File: config.mk
export PLATFORM = sky130hd
export DESIGN_NAME = keypad_decoder
export DESIGN_NICKNAME = d
export VERILOG_FILES = /design/src/rtl/keypad_pkg.sv /design/src/rtl/keypad_sync.sv /design/src/rtl/keypad_decoder.sv
export SDC_FILE = /design/constraint.sdc
export NUM_CORES = 1
export LEC_CHECK = 0
export CAP_MARGIN = 20
export CORE_UTILIZATION = 43
export CTS_CLUSTER_SIZE = 14
export DETAILED_ROUTE_END_ITERATION = 8
export GPL_ROUTABILITY_DRIVEN = 0
export GPL_TIMING_DRIVEN = 0
export PLACE_DENSITY_LB_ADDON = 0.25
export SYNTH_ARGS = -nofsm -noshare
export SYNTH_HDL_FRONTEND = slang
export SYNTH_SLANG_ARGS = --single-unit
File: constraint.sdc
create_clock -name clk -period 7.6 [get_ports clk]
set_input_delay 1.14 -clock clk [delete_from_list [all_inputs] [get_ports clk]]
set_output_delay 1.14 -clock clk [all_outputs]
set_load 0.02 [all_outputs]
File: src/rtl/keypad_pkg.sv
// Shared types and constants for the 4x4 keypad row receiver.
package keypad_pkg;

    localparam int         NUM_ROWS    = 4;
    localparam int         NUM_COLS    = 4;
    localparam int         COL_W       = $clog2(NUM_COLS);
    localparam logic [3:0] NO_KEY_ROWS = 4'b1111;

    typedef enum logic [1:0] {IDLE, PRESS_DB, HELD, REL_DB} kp_state_e;
    typedef enum logic [1:0] {NONE, SINGLE, MULTI} frame_cls_e;

    function automatic logic [2:0] count_low(input logic [0:NUM_ROWS-1] rows);
        logic [2:0] n;
        n = 3'd0;
        for (int r = 0; r < NUM_ROWS; r++)
            n = n + {2'b00, ~rows[r]};
        return n;
    endfunction

endpackage

File: src/rtl/keypad_sync.sv
// Generic 2-flop synchronizer with a configurable reset value.
module keypad_sync #(
    parameter int           W       = 1,
    parameter logic [W-1:0] RST_VAL = '1
) (
    input  logic         clk,
    input  logic         rst_n,
    input  logic [W-1:0] i_d,
    output logic [W-1:0] o_q
);

    logic [W-1:0] r_meta;

    always_ff @(posedge clk or negedge rst_n) begin
        if (!rst_n) begin
            r_meta <= RST_VAL;
            o_q    <= RST_VAL;
        end else begin
            r_meta <= i_d;
            o_q    <= r_meta;
        end
    end

endmodule

File: src/rtl/keypad_decoder.sv
// Keypad row receiver: aligns row samples to the scan index, classifies
// whole scan frames and debounces them into a key code with valid/ack.
module keypad_decoder
    import keypad_pkg::*;
#(
    parameter int DEBOUNCE_SCANS = 4
) (
    input  logic         clk,
    input  logic         rst_n,
    input  logic [0:3]   i_row,
    input  logic [1:0]   i_col_count,
    input  logic         i_key_ack,
    output logic [3:0]   o_key_code,
    output logic         o_key_valid,
    output logic         o_key_held,
    output logic         o_key_overrun
);

    localparam logic [3:0] DB = 4'(DEBOUNCE_SCANS);

    logic [0:3]       w_row_s;
    logic [COL_W-1:0] w_col_s;

    // Column index rides through the same depth so each sample keeps its column.
    keypad_sync #(.W(NUM_ROWS), .RST_VAL(NO_KEY_ROWS)) u_row_sync (
        .clk(clk), .rst_n(rst_n), .i_d(i_row), .o_q(w_row_s)
    );
    keypad_sync #(.W(COL_W), .RST_VAL({COL_W{1'b1}})) u_col_sync (
        .clk(clk), .rst_n(rst_n), .i_d(i_col_count), .o_q(w_col_s)
    );

    logic       r_frame_sync;
    logic [4:0] r_low_cnt;
    logic       r_have_first;
    logic [3:0] r_first_code;

    logic       w_active, w_fend, w_base_have;
    logic [2:0] w_samp_low;
    logic [1:0] w_samp_row;
    logic [4:0] w_tot;
    logic [3:0] w_code;
    frame_cls_e w_cls;

    // Index 0 always restarts the frame, so a skipped index spoils one frame only.
    always_comb begin
        w_active   = r_frame_sync | (w_col_s == 2'd0);
        w_fend     = w_active & (w_col_s == 2'd3);
        w_samp_low = count_low(w_row_s);
        w_samp_row = 2'd0;
        for (int r = NUM_ROWS - 1; r >= 0; r--)
            if (!w_row_s[r]) w_samp_row = 2'(r);
        w_base_have = (w_col_s != 2'd0) & r_have_first;
        w_tot       = ((w_col_s == 2'd0) ? 5'd0 : r_low_cnt) + {2'b00, w_samp_low};
        w_code      = w_base_have ? r_first_code : {w_samp_row, w_col_s};
        if (w_tot == 5'd0)      w_cls = NONE;
        else if (w_tot == 5'd1) w_cls = SINGLE;
        else                    w_cls = MULTI;
    end

    always_ff @(posedge clk or negedge rst_n) begin
        if (!rst_n) begin
            r_frame_sync <= 1'b0;
            r_low_cnt    <= 5'd0;
            r_have_first <= 1'b0;
            r_first_code <= 4'd0;
        end else begin
            if (w_col_s == 2'd0) r_frame_sync <= 1'b1;
            if (w_fend) begin
                r_low_cnt    <= 5'd0;
                r_have_first <= 1'b0;
            end else if (w_active) begin
                r_low_cnt    <= w_tot;
                r_have_first <= w_base_have | (w_samp_low != 3'd0);
                r_first_code <= w_code;
            end
        end
    end

    kp_state_e  r_state, w_state_nx;
    logic [3:0] r_cnt, w_cnt_nx;
    logic [3:0] r_cand, w_cand_nx;
    logic       w_accept, w_release;

    always_ff @(posedge clk or negedge rst_n) begin
        if (!rst_n) begin
            r_state <= IDLE;
            r_cnt   <= 4'd0;
            r_cand  <= 4'd0;
        end else begin
            r_state <= w_state_nx;
            r_cnt   <= w_cnt_nx;
            r_cand  <= w_cand_nx;
        end
    end

    always_comb begin
        w_state_nx = r_state;
        w_cnt_nx   = r_cnt;
        w_cand_nx  = r_cand;
        w_accept   = 1'b0;
        w_release  = 1'b0;
        if (w_fend) begin
            case (r_state)
                IDLE: if (w_cls == SINGLE) begin
                    w_cand_nx = w_code;
                    if (DB == 4'd1) begin
                        w_accept   = 1'b1;
                        w_cnt_nx   = 4'd0;
                        w_state_nx = HELD;
                    end else begin
                        w_cnt_nx   = 4'd1;
                        w_state_nx = PRESS_DB;
                    end
                end
                PRESS_DB: if (w_cls == SINGLE && w_code == r_cand) begin
                    if (r_cnt + 4'd1 >= DB) begin
                        w_accept   = 1'b1;
                        w_cnt_nx   = 4'd0;
                        w_state_nx = HELD;
                    end else begin
                        w_cnt_nx = r_cnt + 4'd1;
                    end
                end else if (w_cls == SINGLE) begin
                    w_cand_nx = w_code;
                    w_cnt_nx  = 4'd1;
                end else begin
                    w_cnt_nx   = 4'd0;
                    w_state_nx = IDLE;
                end
                HELD: if (w_cls == NONE) begin
                    if (DB == 4'd1) begin
                        w_release  = 1'b1;
                        w_cnt_nx   = 4'd0;
                        w_state_nx = IDLE;
                    end else begin
                        w_cnt_nx   = 4'd1;
                        w_state_nx = REL_DB;
                    end
                end
                REL_DB: if (w_cls == NONE) begin
                    if (r_cnt + 4'd1 >= DB) begin
                        w_release  = 1'b1;
                        w_cnt_nx   = 4'd0;
                        w_state_nx = IDLE;
                    end else begin
                        w_cnt_nx = r_cnt + 4'd1;
                    end
                end else begin
                    w_cnt_nx   = 4'd0;
                    w_state_nx = HELD;
                end
                default: begin
                    w_cnt_nx   = 4'd0;
                    w_state_nx = IDLE;
                end
            endcase
        end
    end

    // An ack on the accept edge frees the slot, so the new key loads without overrun.
    always_ff @(posedge clk or negedge rst_n) begin
        if (!rst_n) begin
            o_key_code    <= 4'd0;
            o_key_valid   <= 1'b0;
            o_key_held    <= 1'b0;
            o_key_overrun <= 1'b0;
        end else begin
            o_key_overrun <= 1'b0;
            if (w_accept) begin
                o_key_held <= 1'b1;
                if (!o_key_valid || i_key_ack) begin
                    o_key_code  <= w_cand_nx;
                    o_key_valid <= 1'b1;
                end else begin
                    o_key_overrun <= 1'b1;
                end
            end else if (o_key_valid && i_key_ack) begin
                o_key_valid <= 1'b0;
            end
            if (w_release) o_key_held <= 1'b0;
        end
    end

endmodule
; Word-level counts from Yosys, hierarchy flattened
; Index checks and enable logic that the tools add are counted.
[op_classes]
n_eq_ne = 13
bitwise = 9
addsub = 5
order_cmp = 1
n_reduce_logical = 18
mux = 45
[ops]
columns = cell, count
row1 = $mux W4, 9
row2 = $mux W2, 13
row3 = $mux W1, 17
row4 = $pmux W4 S4, 1
row5 = $mux W5, 3
row6 = $ne A3 B3 Y1 const B, 3
row7 = $pmux W2 S4, 1
row8 = $pmux W4 S2, 1
row9 = $reduce_bool A2 Y1, 4
row10 = $eq A2 B2 Y1 const B, 3
row11 = $logic_not A2 Y1, 3
row12 = $reduce_and A2 Y1, 3
row13 = $reduce_and A6 Y1, 1
row14 = $add A5 B3 Y5, 1
row15 = $eq A5 B1 Y1 const B, 1
row16 = $logic_not A5 Y1, 1
row17 = $not A1 Y1, 5
row18 = $add A4 B1 Y4 const B, 1
row19 = $eq A2 B1 Y1 const B, 2
row20 = $eq A4 B4 Y1, 1
row21 = $ge A4 B3 Y1 const B, 1
row22 = $ne A2 B2 Y1 const B, 2
row23 = $add A2 B1 Y3, 1
row24 = $add A3 B1 Y3, 1
row25 = 9 further kinds, 12
[word_totals]
register_bits = 40
word_cells = 106
output_inout_bits = 7

; Logic depth before layout (Yosys ltp)
; Gate-level depths: netlist of run 1.
[logic_depth]
word_depth = 15
mapped_depth = 13
depth_no_buf = 12

; By module
; Synthesis of run 1 repeated with hierarchy kept, for this count alone.
[hier_totals]
hier_cells = 207
area_unflattened_um2 = 2113.3
[modules_own_cells]
columns = mod, n_inst, area_per_inst_um2, cells_each
row1 = keypad_decoder, 1, 1798.0, 195
row2 = keypad_sync at u_row_sync, 1, 210.2, 8
row3 = keypad_sync at u_col_sync, 1, 105.1, 4

; Worst setup path after synthesis of run 1
; Ideal clock, no wire load.
[synth_path]
path_kind = register -> register
from = reg u_row_sync.o_q[2]
to = reg o_key_code[0]
path_stages_with_launch = 13
synth_period_minus_slack_ps = 3498
arrival_time_ps = 3372
slack_ps = 4102
path_buffers = 1
cell_sequence = dfstp_2 > fa_1 > inv_1 > ha_1 > ha_1 > ha_1 > nor2b_1 > or2_4 > o311a_4 > nor4_4 > and4_4 > buf_6 > mux2_4
[synth_between]
elab_chain_len = 14
elab_cells_between_ends = 23
[synth_lines]
columns = element, line
row1 = start: declaration, keypad_sync.sv:9  ; output logic [W-1:0] o_q
row2 = start signal: assignment, keypad_sync.sv:20  ; o_q <= r_meta;
row3 = $not A1 Y1, keypad_pkg.sv:16  ; n = n + {2'b00, ~rows[r]};
row4 = $add A1 B1 Y2, keypad_pkg.sv:16
row5 = $add A2 B1 Y3, keypad_pkg.sv:16
row6 = $add A3 B1 Y3, keypad_pkg.sv:16
row7 = $add A5 B3 Y5, keypad_decoder.sv:53  ; w_tot = ((w_col_s == 2'd0) ? 5'd0 : r_low_cnt) + {2'b00, w_samp_low};
row8 = $eq A5 B1 Y1, keypad_decoder.sv:56  ; else if (w_tot == 5'd1) w_cls = SINGLE;
row9 = $mux W2, keypad_decoder.sv:56
row10 = $mux W2, keypad_decoder.sv:55  ; if (w_tot == 5'd0) w_cls = NONE;
row11 = $eq A2 B1 Y1, "keypad_decoder.sv:104, keypad_decoder.sv:115, keypad_decoder.sv:123"
row12 = $logic_and A1 B1 Y1, keypad_decoder.sv:115  ; PRESS_DB: if (w_cls == SINGLE && w_code == r_cand) begin
row13 = $mux W1, keypad_decoder.sv:115
row14 = $mux W1, keypad_decoder.sv:103  ; case (r_state)
row15 = $mux W1, keypad_decoder.sv:102  ; if (w_fend) begin
row16 = $reduce_and A2 Y1 (no source line), n/a
row17 = end signal: assignment, keypad_decoder.sv:172  ; o_key_code <= w_cand_nx;
row18 = end: declaration, keypad_decoder.sv:13  ; output logic [3:0] o_key_code,
; Several ways; a longest one is shown, not always the timed one.
; A chain may end at the register's enable or synchronous reset.

; Worst setup path after layout of run 1
[layout_path]
from = reg u_row_sync.o_q[2]
to = reg o_key_code[3]
; Same word-level chain as after synthesis.

==> summary.md, run 1 <==
| Metric | Value |
|---|---|
| Ys Warns | 0 |
| Final core occ | 0.532 |
| Initial antenna violation count | 0 |
| Rel. slew slack | 0.529 |
| Hpwl dp | 2820 um |
| Syn_nets | 219 |
| Worst Path Required | 7.77 ns |
| Layout Nets | 242 |
| Crit path kind | reg -> reg |
| Clock share of power | 0.278 |
| Post-placement cell count | 285 |
| Area Overhead vs Synth | 17.4% |
| Status | finished clean |
| Setup crit start | u_row_sync.o_q[2] |
| Min Tclk post-route | 3.75 ns |
| First-pass GRT wire length | 6730 um |
| Sequential cell area | 1020 um^2 |
| Asr flop ratio synth | 1.00 |
| Setup bufs post-CTS | 0 |
| Vias per cell | 5.11 |
| Most frequent cells in the layout | dfrtp_1, nand2_1, inv_1, clkdlybuf4s50_1, dfstp_2 |
| Top fanout value on the critical path | 5 |
| Reg-to-reg endpoint | o_key_code[3] |
| Worst r2r path cells | 13 |
| Initial DRC Count | 57 |
| Commonest non-fill, non-tap cell in the layout | dfrtp_1 |
| Multi-input logic area | 1020 um^2 |
| Clock-pin slew on the worst setup and hold paths | 0.07 ns |
| Clock Skew | 0.00316 ns |
| F_max | 267 MHz |
| Row Count | 25 |
| Switching share of total power | 0.324 |
| Syn avg cell area | 10.7 um^2 |
| Leak pwr | 0.00112 uW |
| Slew Viols, Final | 0 |
| GRT Util Overall | 0.168 |
| H-tree depth | 2 |
| Remaining Overflow, GRT | 0 |
| Post-cts sizing count | 0 |
| Ys flop type | dfrtp_1 |
| Final period utilization | 0.493 |
| CTS root buffer | clkbuf_8 |
| Vias in the first global route | 1451 |
| Core box area | 4750 um^2 |
| Worst-Margin Slew | 0.704 ns |
| Layout Cells excl Fill | 293 |
| Layout cells sized above 1 | 0.217 |
| Routed len/inst | 13.2 um |
| Pint | 452 uW |
| Clock Latency Late Sink | 0.28 ns |
| TNS Setup | 0 ns |
| Hold crit path type | reg -> reg |
| FF-to-FF Start | u_row_sync.o_q[2] |
| Unrepaired setup endpoints after global routing | false |
| Mapped Area | 2150 um^2 |
| Hold buffer count at CTS | 0 |
| Critical Path Start Type | flop |
| Combinational share of power | 0.316 |
| Worst VDD drop | 0.137 mV |
| Die Y | 72.7 um |
| Largest net degree at the start of global routing | 30 |
| CTS max path bufs | 2 |
| Cell variety after synth | 56 |
| Via count | 1497 |
| CP endpoint kind | flop |
| Seq cells post-synth | 40 |
| Final Hold Viols | 0 |
| DRC violations left | 0 |
| Post-synth EDFFs | 0 |
| Number of diodes | 0 |
| Sequential area share after synthesis | 0.472 |
| CTS Buf Count | 5 |
| Drt total wl | 3870 um |
| Die area | 5290 um^2 |
| Crit path DAT | 3.92 ns |
| Number of buffers added on ports | 15 |
| Last element of the critical path | o_key_code[3] |
| Initial Util | 0.453 |
| DRT antenna net count | 0 |
| CTS tree | yes |
| IO Count | 16 |
| Final setup fails | 0 |
| Die width | 72.7 um |
| CTS Sinks | 40 |
| Drt first pass iters | 4 |
| MaxCap Viol Count | 0 |
| Fillers | 437 |
| R2R setup slack | 3.85 ns |
| P_sw | 217 uW |
| Sequential share of power | 0.406 |
| Pwr Density | 265 nW/um^2 |
| Synth Instances | 202 |
-- Yosys cell counts (all sizes together) (2+ instances only) --
cell type | number | area (um^2)
a211oi | 3 | 22.5
a21o | 2 | 17.5
a21oi | 10 | 50.1
a221oi | 2 | 17.5
a31oi | 2 | 12.5
and2 | 6 | 37.5
and4 | 2 | 22.5
buf | 5 | 40.0
clkbuf | 2 | 8.75
dfrtp | 28 | 701
dfstp | 12 | 315
fa | 2 | 40.0
ha | 6 | 75.1
inv | 19 | 71.3
mux2 | 7 | 90.1
mux2i | 6 | 60.1
nand2 | 21 | 78.8
nand2b | 5 | 38.8
nand3 | 2 | 10.0
nand4 | 3 | 18.8
nor2 | 11 | 41.3
nor2b | 4 | 25.0
nor3 | 4 | 25.0
o211ai | 4 | 30.0
o21ai | 6 | 30.0
o221ai | 2 | 17.5
o31ai | 3 | 27.5
or2 | 2 | 15.0
xor2 | 3 | 26.3
-- critical path, cell delays in order, from the launching register on --
cell	delay, ns
dfstp_2	0.39
fa_1	0.52
inv_1	0.04
ha_1	0.17
ha_1	0.33
inv_1	0.08
fa_1	0.45
xor2_1	0.18
nand2_1	0.10
o21bai_1	0.26
nor4_4	0.39
and4_4	0.29
buf_6	0.12
mux2_4	0.29
-- registers in the layout, indices dropped and copies added, names as in the netlist, 2 cells and up --
name               cells
o_key_code             4
r_cand                 4
r_cnt                  4
r_first_code           4
r_low_cnt              5
r_state                2
u_col_sync.o_q         2
u_col_sync.r_meta      2
u_row_sync.o_q         4
u_row_sync.r_meta      4
-- cells by family (layout without fill, tap and decap cells) --
group	count (synthesis)	in the layout	share of synthesized area
xor gates and xnor gates	4	4	0.0163
muxes	13	13	0.0698
and+or+nand+nor	64	64	0.166
AOI/OAI and AO/OA	47	47	0.167
DFF	40	40	0.472
buffers and inverters	26	50	0.0558
adders and majority gates	8	8	0.0535
-- worst min-delay path by stage --
stage | start | endpoint | slack [ns] | depth (start not counted)
detailed placement | u_col_sync.r_meta[1] | u_col_sync.o_q[1] | 0.35 | 0
global placement | u_row_sync.r_meta[0] | u_row_sync.o_q[0] | 0.35 | 0
floorplan | u_col_sync.r_meta[0] | u_col_sync.o_q[0] | 0.35 | 0
CTS | u_row_sync.r_meta[1] | u_row_sync.o_q[1] | 0.36 | 0
global route | u_row_sync.r_meta[2] | u_row_sync.o_q[2] | 0.36 | 0
finish | u_col_sync.r_meta[0] | u_col_sync.o_q[0] | 0.36 | 0
-- through the flow --
step	power, uW	cell area [um^2]	hold WS (ns)	setup slack (ns)
after floorplan	435	2150	0.345	4.10
after global placement	480	2390	0.345	3.86
after detailed placement	487	2400	0.347	3.86
after CTS	675	2530	0.358	3.86
after global routing	712	2530	0.360	3.62
final	669	2530	0.357	3.85
-- cell type report --
class / instances / share of cell area
tap: 67 / 0.0332
inverter: 19 / 0.0282
clock inverter: 1 / 0.0119
timing repair buffer: 16 / 0.0653
multi-input combinational: 136 / 0.402
buffer: 7 / 0.0193
clock buffer: 7 / 0.0381
sequential: 40 / 0.402
-- power by group through the flow --
| stage | sequential, uW | clock, uW | combinational, uW |
|---|---|---|---|
| 2_1_floorplan | 269 | 0 | 166 |
| 3_3_place_gp | 274 | 0 | 207 |
| 3_5_place_dp | 275 | 0 | 211 |
| 4_1_cts | 271 | 191 | 212 |
| 5_1_grt | 276 | 199 | 237 |
| 6_report | 272 | 186 | 211 |
-- layer usage --
metal	vias up	global-route usage	wire length, um
met3	6	0.0290	108
met5	-	0	0
met1	710	0.245	2020
li1	757	-	-
met4	0	0.0654	63
met2	24	0.250	1680
No activity file was read; power rests on OpenSTA's default activity.
==> run 2: changes to the inputs <==
clock period = 3.4 ns   (was 7.6 ns; I/O delays follow)
==> run 2 against run 1 <==
Net effect:
- via count increased by 4.0%
- global-route usage increased by 1.4 points
- clock power increased by 120%
- critical endpoint unchanged
- largest power group is now combinational logic
- sequential power increased by 120%
- utilization increased by 3.1 points
- critical path depth decreased by 1
- flip-flop and latch count unchanged
- hold slack got worse by 0.020 ns
- largest cell class is now multi-input gates
- final area increased by 5.7%
- count of clock-buffer cells in the layout decreased by 1
- die area unchanged
==> summary.md, run 2 (synthesis gave the netlist of run 1 again) <==
| Metric | Value |
|---|---|
| Status | finished clean |
| Setup crit start | u_row_sync.o_q[0] |
| Final Hold Viols | 0 (unchanged) |
| Clock Latency Late Sink | 0.29 ns (about the same) |
| Clock-pin slew on the worst setup and hold paths | 0.08 ns (about the same) |
| IO Count | 16 (unchanged) |
| Post-DP Area | 2400 um^2 (unchanged) |
| F_max | 295 MHz (+10%) |
| CTS root buffer | clkbuf_8 |
| GR Util met3 | 0.0456 (+0.0166) |
| Row Count | 25 (unchanged) |
| Critical Path Start Type | flop |
| Vias per cell | 5.16 (+0.91%) |
| FF-to-FF Start | u_row_sync.o_q[0] |
| Number of buffers added on ports | 15 (unchanged) |
| Grt peak-use layer | met2 |
| Leak pwr | 0.00116 uW (+3.9%) |
| Final core occ | 0.562 (+0.0305) |
| Worst Setup Slack, final | 0.00776 ns (-3.85 ns) |
| Crit path DAT | 3.57 ns (-0.35 ns) |
| Worst-Margin Slew | 0.881 ns (+0.178 ns) |
| Top fanout value on the critical path | 4 (-1) |
| Slew Viols, Final | 0 (unchanged) |
| Number of diodes | 0 (unchanged) |
| Commonest non-fill, non-tap cell in the layout | dfrtp_1 |
| Final period utilization | 0.998 (+0.505) |
| Hold crit path type | in -> async |
| DRC violations left | 0 (unchanged) |
| Initial DRC Count | 98 (+72%) |
| Min Tclk post-route | 3.39 ns (-0.354 ns) |
| CTS max path bufs | 2 (unchanged) |
| MaxCap Viol Count | 0 (unchanged) |
| Clock Skew | 0.00944 ns (+0.00627 ns) |
| Die area | 5290 um^2 (unchanged) |
| Final Cell Area | 2670 um^2 (+5.7%) |
| CP endpoint kind | flop |
| First-pass GRT wire length | 7320 um (+8.7%) |
| Area Overhead vs Synth | 24.2% |
| Worst VDD drop | 0.351 mV (+150%) |
| Pwr Density | 616 nW/um^2 (+130%) |
| Die width | 72.7 um (unchanged) |
| Fillers | 431 (-1.4%) |
| Unrepaired setup endpoints after global routing | true |
| Remaining Overflow, GRT | 0 (unchanged) |
| Hold_ws | 0.336 ns (-0.0205 ns) |
| Hpwl dp | 2840 um (+0.85%) |
| Die Y | 72.7 um (unchanged) |
| Sequential cell area | 1020 um^2 (unchanged) |
| Met2 usage in global routing | 0.275 (+0.0249) |
| H-tree depth | 2 (unchanged) |
| Routed len/inst | 13.9 um (+5.0%) |
| Rel. slew slack | 0.412 (-0.117) |
| GRT Util Overall | 0.182 (+0.0140) |
| Core box area | 4750 um^2 (unchanged) |
| Most frequent cells in the layout | dfrtp_1, nand2_1, inv_1, clkdlybuf4s50_1 |
| Multi-input logic area | 1110 um^2 (+9.7%) |
| Initial Util | 0.453 (unchanged) |
| Via count | 1557 (+4.0%) |
| CTS tree | yes |
| Largest net degree at the start of global routing | 41 (+37%) |
| CTS Sinks | 40 (unchanged) |
| Final setup fails | 0 (unchanged) |
| Drt total wl | 4190 um (+8.2%) |
| Layout Nets | 251 (+3.7%) |
| Drt first pass iters | 4 (unchanged) |
| DP Worst Slack | -0.246 ns (-4.11 ns) |
| GR met1 Demand/Resource | 0.257 (+0.0123) |
| Crit path kind | reg -> reg |
| Worst Path Required | 3.58 ns (-4.19 ns) |
| Initial antenna violation count | 0 (unchanged) |
| CTS Buf Count | 5 (unchanged) |
| DRT antenna net count | 0 (unchanged) |
| Hold buffer count at CTS | 0 (unchanged) |
| Layout cells sized above 1 | 0.302 (+0.0853) |
| Vias in the first global route | 1485 (+2.3%) |
| Largest register FFs | 5 (unchanged) |
| Most flops, register | r_low_cnt |
-- run 2: cell types whose count changed in the layout (fill, tap and decap cells not counted), moves of 2 or more --
cell,delta
ha_1,-4
inv_2,+2
mux2_4,+2
ha_4,+4
inv_1,-2
buf_4,+11
mux2_2,-2
-- run 2: critical path: stages, from the launching register on --
cell and delay (ns):
dfstp_2 0.39, fa_1 0.55, inv_2 0.05, ha_4 0.28, ha_4 0.14, inv_2 0.04
fa_2 0.42, xor2_2 0.19, nand2_2 0.09, o21bai_4 0.21, nor4_4 0.30, and4_4 0.31
mux2_4 0.30
-- run 2: metrics by stage --
| step | instances | total power [uW] | setup TNS, ns |
|---|---|---|---|
| after global placement | 284 | 1100 | -0.780 |
| after CTS | 295 | 1550 | 0 |
| after global routing | 302 | 1760 | -0.503 |
| final | 302 | 1650 | 0 |
| after detailed placement | 284 | 1110 | -0.814 |
| after floorplan | 202 | 999 | 0 |
-- run 2: cell type report --
| class | count | area share |
|---|---|---|
| buffer | 6 | 0.0140 |
| clock buffer | 6 | 0.0309 |
| clock inverter | 2 | 0.0145 |
| inverter | 19 | 0.0267 |
| multi-input combinational | 136 | 0.417 |
| sequential | 40 | 0.380 |
| tap | 67 | 0.0314 |
| timing repair buffer | 26 | 0.0852 |
-- run 2: routing by layer --
layer,part of all wire,vias to the layer above
met1,0.50,750
met4,0.013,0
met5,0,-
li1,-,777
met3,0.030,6
met2,0.46,24
-- run 2: path summary, 6_finish.rpt --
| kind | to | slack [ns] | depth (start not counted) |
|---|---|---|---|
| max in group asynchronous | r_low_cnt[0] | 2.51 | 1 |
| min in group clk | u_row_sync.o_q[0] | 0.35 | 0 |
| max reg2reg | o_key_code[3] | 0.008 | 12 |
| max | o_key_code[3] | 0.008 | 12 |
| min reg2reg | u_row_sync.o_q[0] | 0.35 | 0 |
| min | r_have_first | 0.34 | 1 |
-- run 2: report_power, final --
part / switching [uW] / total [uW] / leakage [uW] / internal (uW)
clock: 168 / 408 / 0.0000614 / 240
sequential: 55.8 / 608 / 0.000487 / 552
combinational: 327 / 630 / 0.000616 / 303
-- run 2: what timing repair did --
| action | 4_1_cts | 5_1_grt |
|---|---|---|
| endpoints found under the hold margin | 0 | 0 |
| pin swaps | 8 | 7 |
| setup buffers | 4 | 7 |
| gates resized for setup | 6 | 9 |
| endpoints found under the setup margin | 4 | 9 |
==> run 3: changes to the inputs <==
PLACE_DENSITY = 0.72   (was unset)
PLACE_DENSITY_LB_ADDON = unset   (was 0.25)
==> run 3 against run 2 <==
Net effect:
- hold slack worse by 0.013 ns
- wire length down 5.8%
- sequential share of layout area up 1.2 points
- final cell count down 1.7%
- count of clock-buffer cells in the layout down 1
- global-route usage down 2.0 points
- critical endpoint is now o_key_code[0]
==> summary.md, run 3 (synthesis gave the netlist of run 1 again) <==
| Metric | Value |
|---|---|
| Final core occ | 0.545 (-0.0171) |
| Worst Path Required | 3.58 ns (about the same) |
| First-pass GRT wire length | 6470 um (-12%) |
| CTS root buffer | clkbuf_8 |
| Crit path DAT | 3.51 ns (-0.06 ns) |
| FF-to-FF Start | u_row_sync.o_q[2] |
| Status | finished clean |
| Hpwl dp | 2730 um (-3.8%) |
| Rel. slew slack | 0.428 (+0.0157) |
| Sequential cell area | 1020 um^2 (unchanged) |
| Vias in the first global route | 1427 (-3.9%) |
| Clock share of power | 0.207 (-0.041) |
| Via count | 1539 (-1.2%) |
| Area Overhead vs Synth | 20.4% |
| Largest register FFs | 5 (unchanged) |
| Initial Util | 0.453 (unchanged) |
| Multi-input logic area | 1100 um^2 (-1.0%) |
| Remaining Overflow, GRT | 0 (unchanged) |
| Final period utilization | 0.979 (-0.0183) |
| Reg-to-reg endpoint | o_key_code[0] |
| DRT antenna net count | 0 (unchanged) |
| Sequential share of power | 0.411 (+0.041) |
| H-tree depth | 2 (unchanged) |
| Pwr Density | 568 nW/um^2 (-7.7%) |
| Pint | 953 uW (-13%) |
| Final setup fails | 0 (unchanged) |
| F_max | 300 MHz (+1.9%) |
| Switching share of total power | 0.353 (+0.0183) |
| MaxCap Viol Count | 0 (unchanged) |
| Top fanout value on the critical path | 4 (unchanged) |
| Drt total wl | 3950 um (-5.8%) |
| Layout Nets | 247 (-1.6%) |
| Vias per cell | 5.18 (+0.51%) |
| CTS tree | yes |
| Routed len/inst | 13.3 um (-4.2%) |
| Critical Path Start Type | flop |
| Largest net degree at the start of global routing | 41 (unchanged) |
| Number of buffers added on ports | 15 (unchanged) |
| Die area | 5290 um^2 (unchanged) |
| Drt first pass iters | 4 (unchanged) |
| Initial DRC Count | 83 (-15%) |
| Clock Latency Late Sink | 0.29 ns (about the same) |
| Final Cell Area | 2590 um^2 (-3.0%) |
| Min Tclk post-route | 3.33 ns (-0.0623 ns) |
| TNS Setup | 0 ns (unchanged) |
| Die Y | 72.7 um (unchanged) |
| Worst-Margin Slew | 0.858 ns (-0.0235 ns) |
| Crit path kind | reg -> reg |
| CTS max path bufs | 2 (unchanged) |
| Number of diodes | 0 (unchanged) |
| Clock Skew | 0.00662 ns (-0.00282 ns) |
| GRT Util Overall | 0.162 (-0.0204) |
| Leak pwr | 0.00112 uW (-3.6%) |
| DRC violations left | 0 (unchanged) |
| Most flops, register | r_low_cnt |
| CTS Buf Count | 5 (unchanged) |
| Core box area | 4750 um^2 (unchanged) |
| Layout cells sized above 1 | 0.274 (-0.0282) |
| Hold crit path type | in -> async |
| Final Hold Viols | 0 (unchanged) |
| CP endpoint kind | flop |
| IO Count | 16 (unchanged) |
| Combinational share of power | 0.383 (about the same) |
| Post-DP Area | 2400 um^2 (unchanged) |
| Row Count | 25 (unchanged) |
| Fillers | 431 (unchanged) |
| R2R setup slack | 0.07 ns (+0.06 ns) |
| Die width | 72.7 um (unchanged) |
| Commonest non-fill, non-tap cell in the layout | dfrtp_1 |
| Worst r2r path cells | 12 (unchanged) |
| Hold_ws | 0.323 ns (-0.0126 ns) |
| CTS Sinks | 40 (unchanged) |
| P_sw | 520 uW (-5.6%) |
| Initial antenna violation count | 0 (unchanged) |
| Most frequent cells in the layout | dfrtp_1, nand2_1, inv_1, clkdlybuf4s50_1, dfstp_2 |
| Clock-pin slew on the worst setup and hold paths | 0.08 ns (about the same) |
| Worst VDD drop | 0.269 mV (-23%) |
| Slew Viols, Final | 0 (unchanged) |
==> run 3: timing repair <==
item / CTS / global route
gates cloned: 0 / 0
endpoints found under the setup margin: 4 / 6
resized for setup: 5 / 6
buffers inserted: 4 / 3
hold buffers: 0 / 0
pin swaps: 6 / 5
==> run 3: through the flow <==
step	power [uW]	instances	setup slack [ns]
finish	1470	297	0.0700
global placement	1090	284	-0.208
global route	1570	297	-0.0581
detailed placement	1110	284	-0.235
floorplan	999	202	0.00472
CTS	1440	294	0.0145
==> run 3: power by group through the flow <==
stage / combinational (uW) / sequential [uW] / clock [uW]
after floorplan: 399 / 600 / 0
after global placement: 484 / 610 / 0
after detailed placement: 496 / 613 / 0
after CTS: 519 / 604 / 317
after global routing: 625 / 616 / 332
final: 564 / 605 / 304
==> run 3: area by class of cell <==
type | count | area share
timing repair buffer | 22 | 0.0763
tap | 67 | 0.0324
inverter | 19 | 0.0275
clock buffer | 5 | 0.0266
multi-input combinational | 136 | 0.426
buffer | 6 | 0.0145
clock inverter | 2 | 0.00483
sequential | 40 | 0.392
==> run 3: worst max path at each step <==
stage | startpoint | to
finish | u_row_sync.o_q[2] | o_key_code[0]
global route | u_row_sync.o_q[2] | o_key_code[3]
CTS | u_row_sync.o_q[3] | o_key_code[3]
detailed placement | u_row_sync.o_q[2] | o_key_code[3]
global placement | u_row_sync.o_q[2] | o_key_code[3]
floorplan | u_row_sync.o_q[2] | o_key_code[0]
==> run 3: worst max-delay path, stage by stage (launching register included) <==
cell      delay [ns]
dfstp_2         0.39
fa_1            0.55
inv_2           0.05
ha_4            0.28
ha_4            0.14
inv_2           0.04
fa_2            0.41
xor2_2          0.18
nand2_2         0.09
o21bai_4        0.21
nor4_4          0.27
and4_4          0.31
mux2_4          0.31
==> run 3: metal layers <==
metal	share of wire	wire length [um]	track usage
met2	0.46	1830	0.254
met1	0.49	1940	0.216
met4	0.018	70	0.0741
met5	0	0	0
met3	0.026	103	0.0331
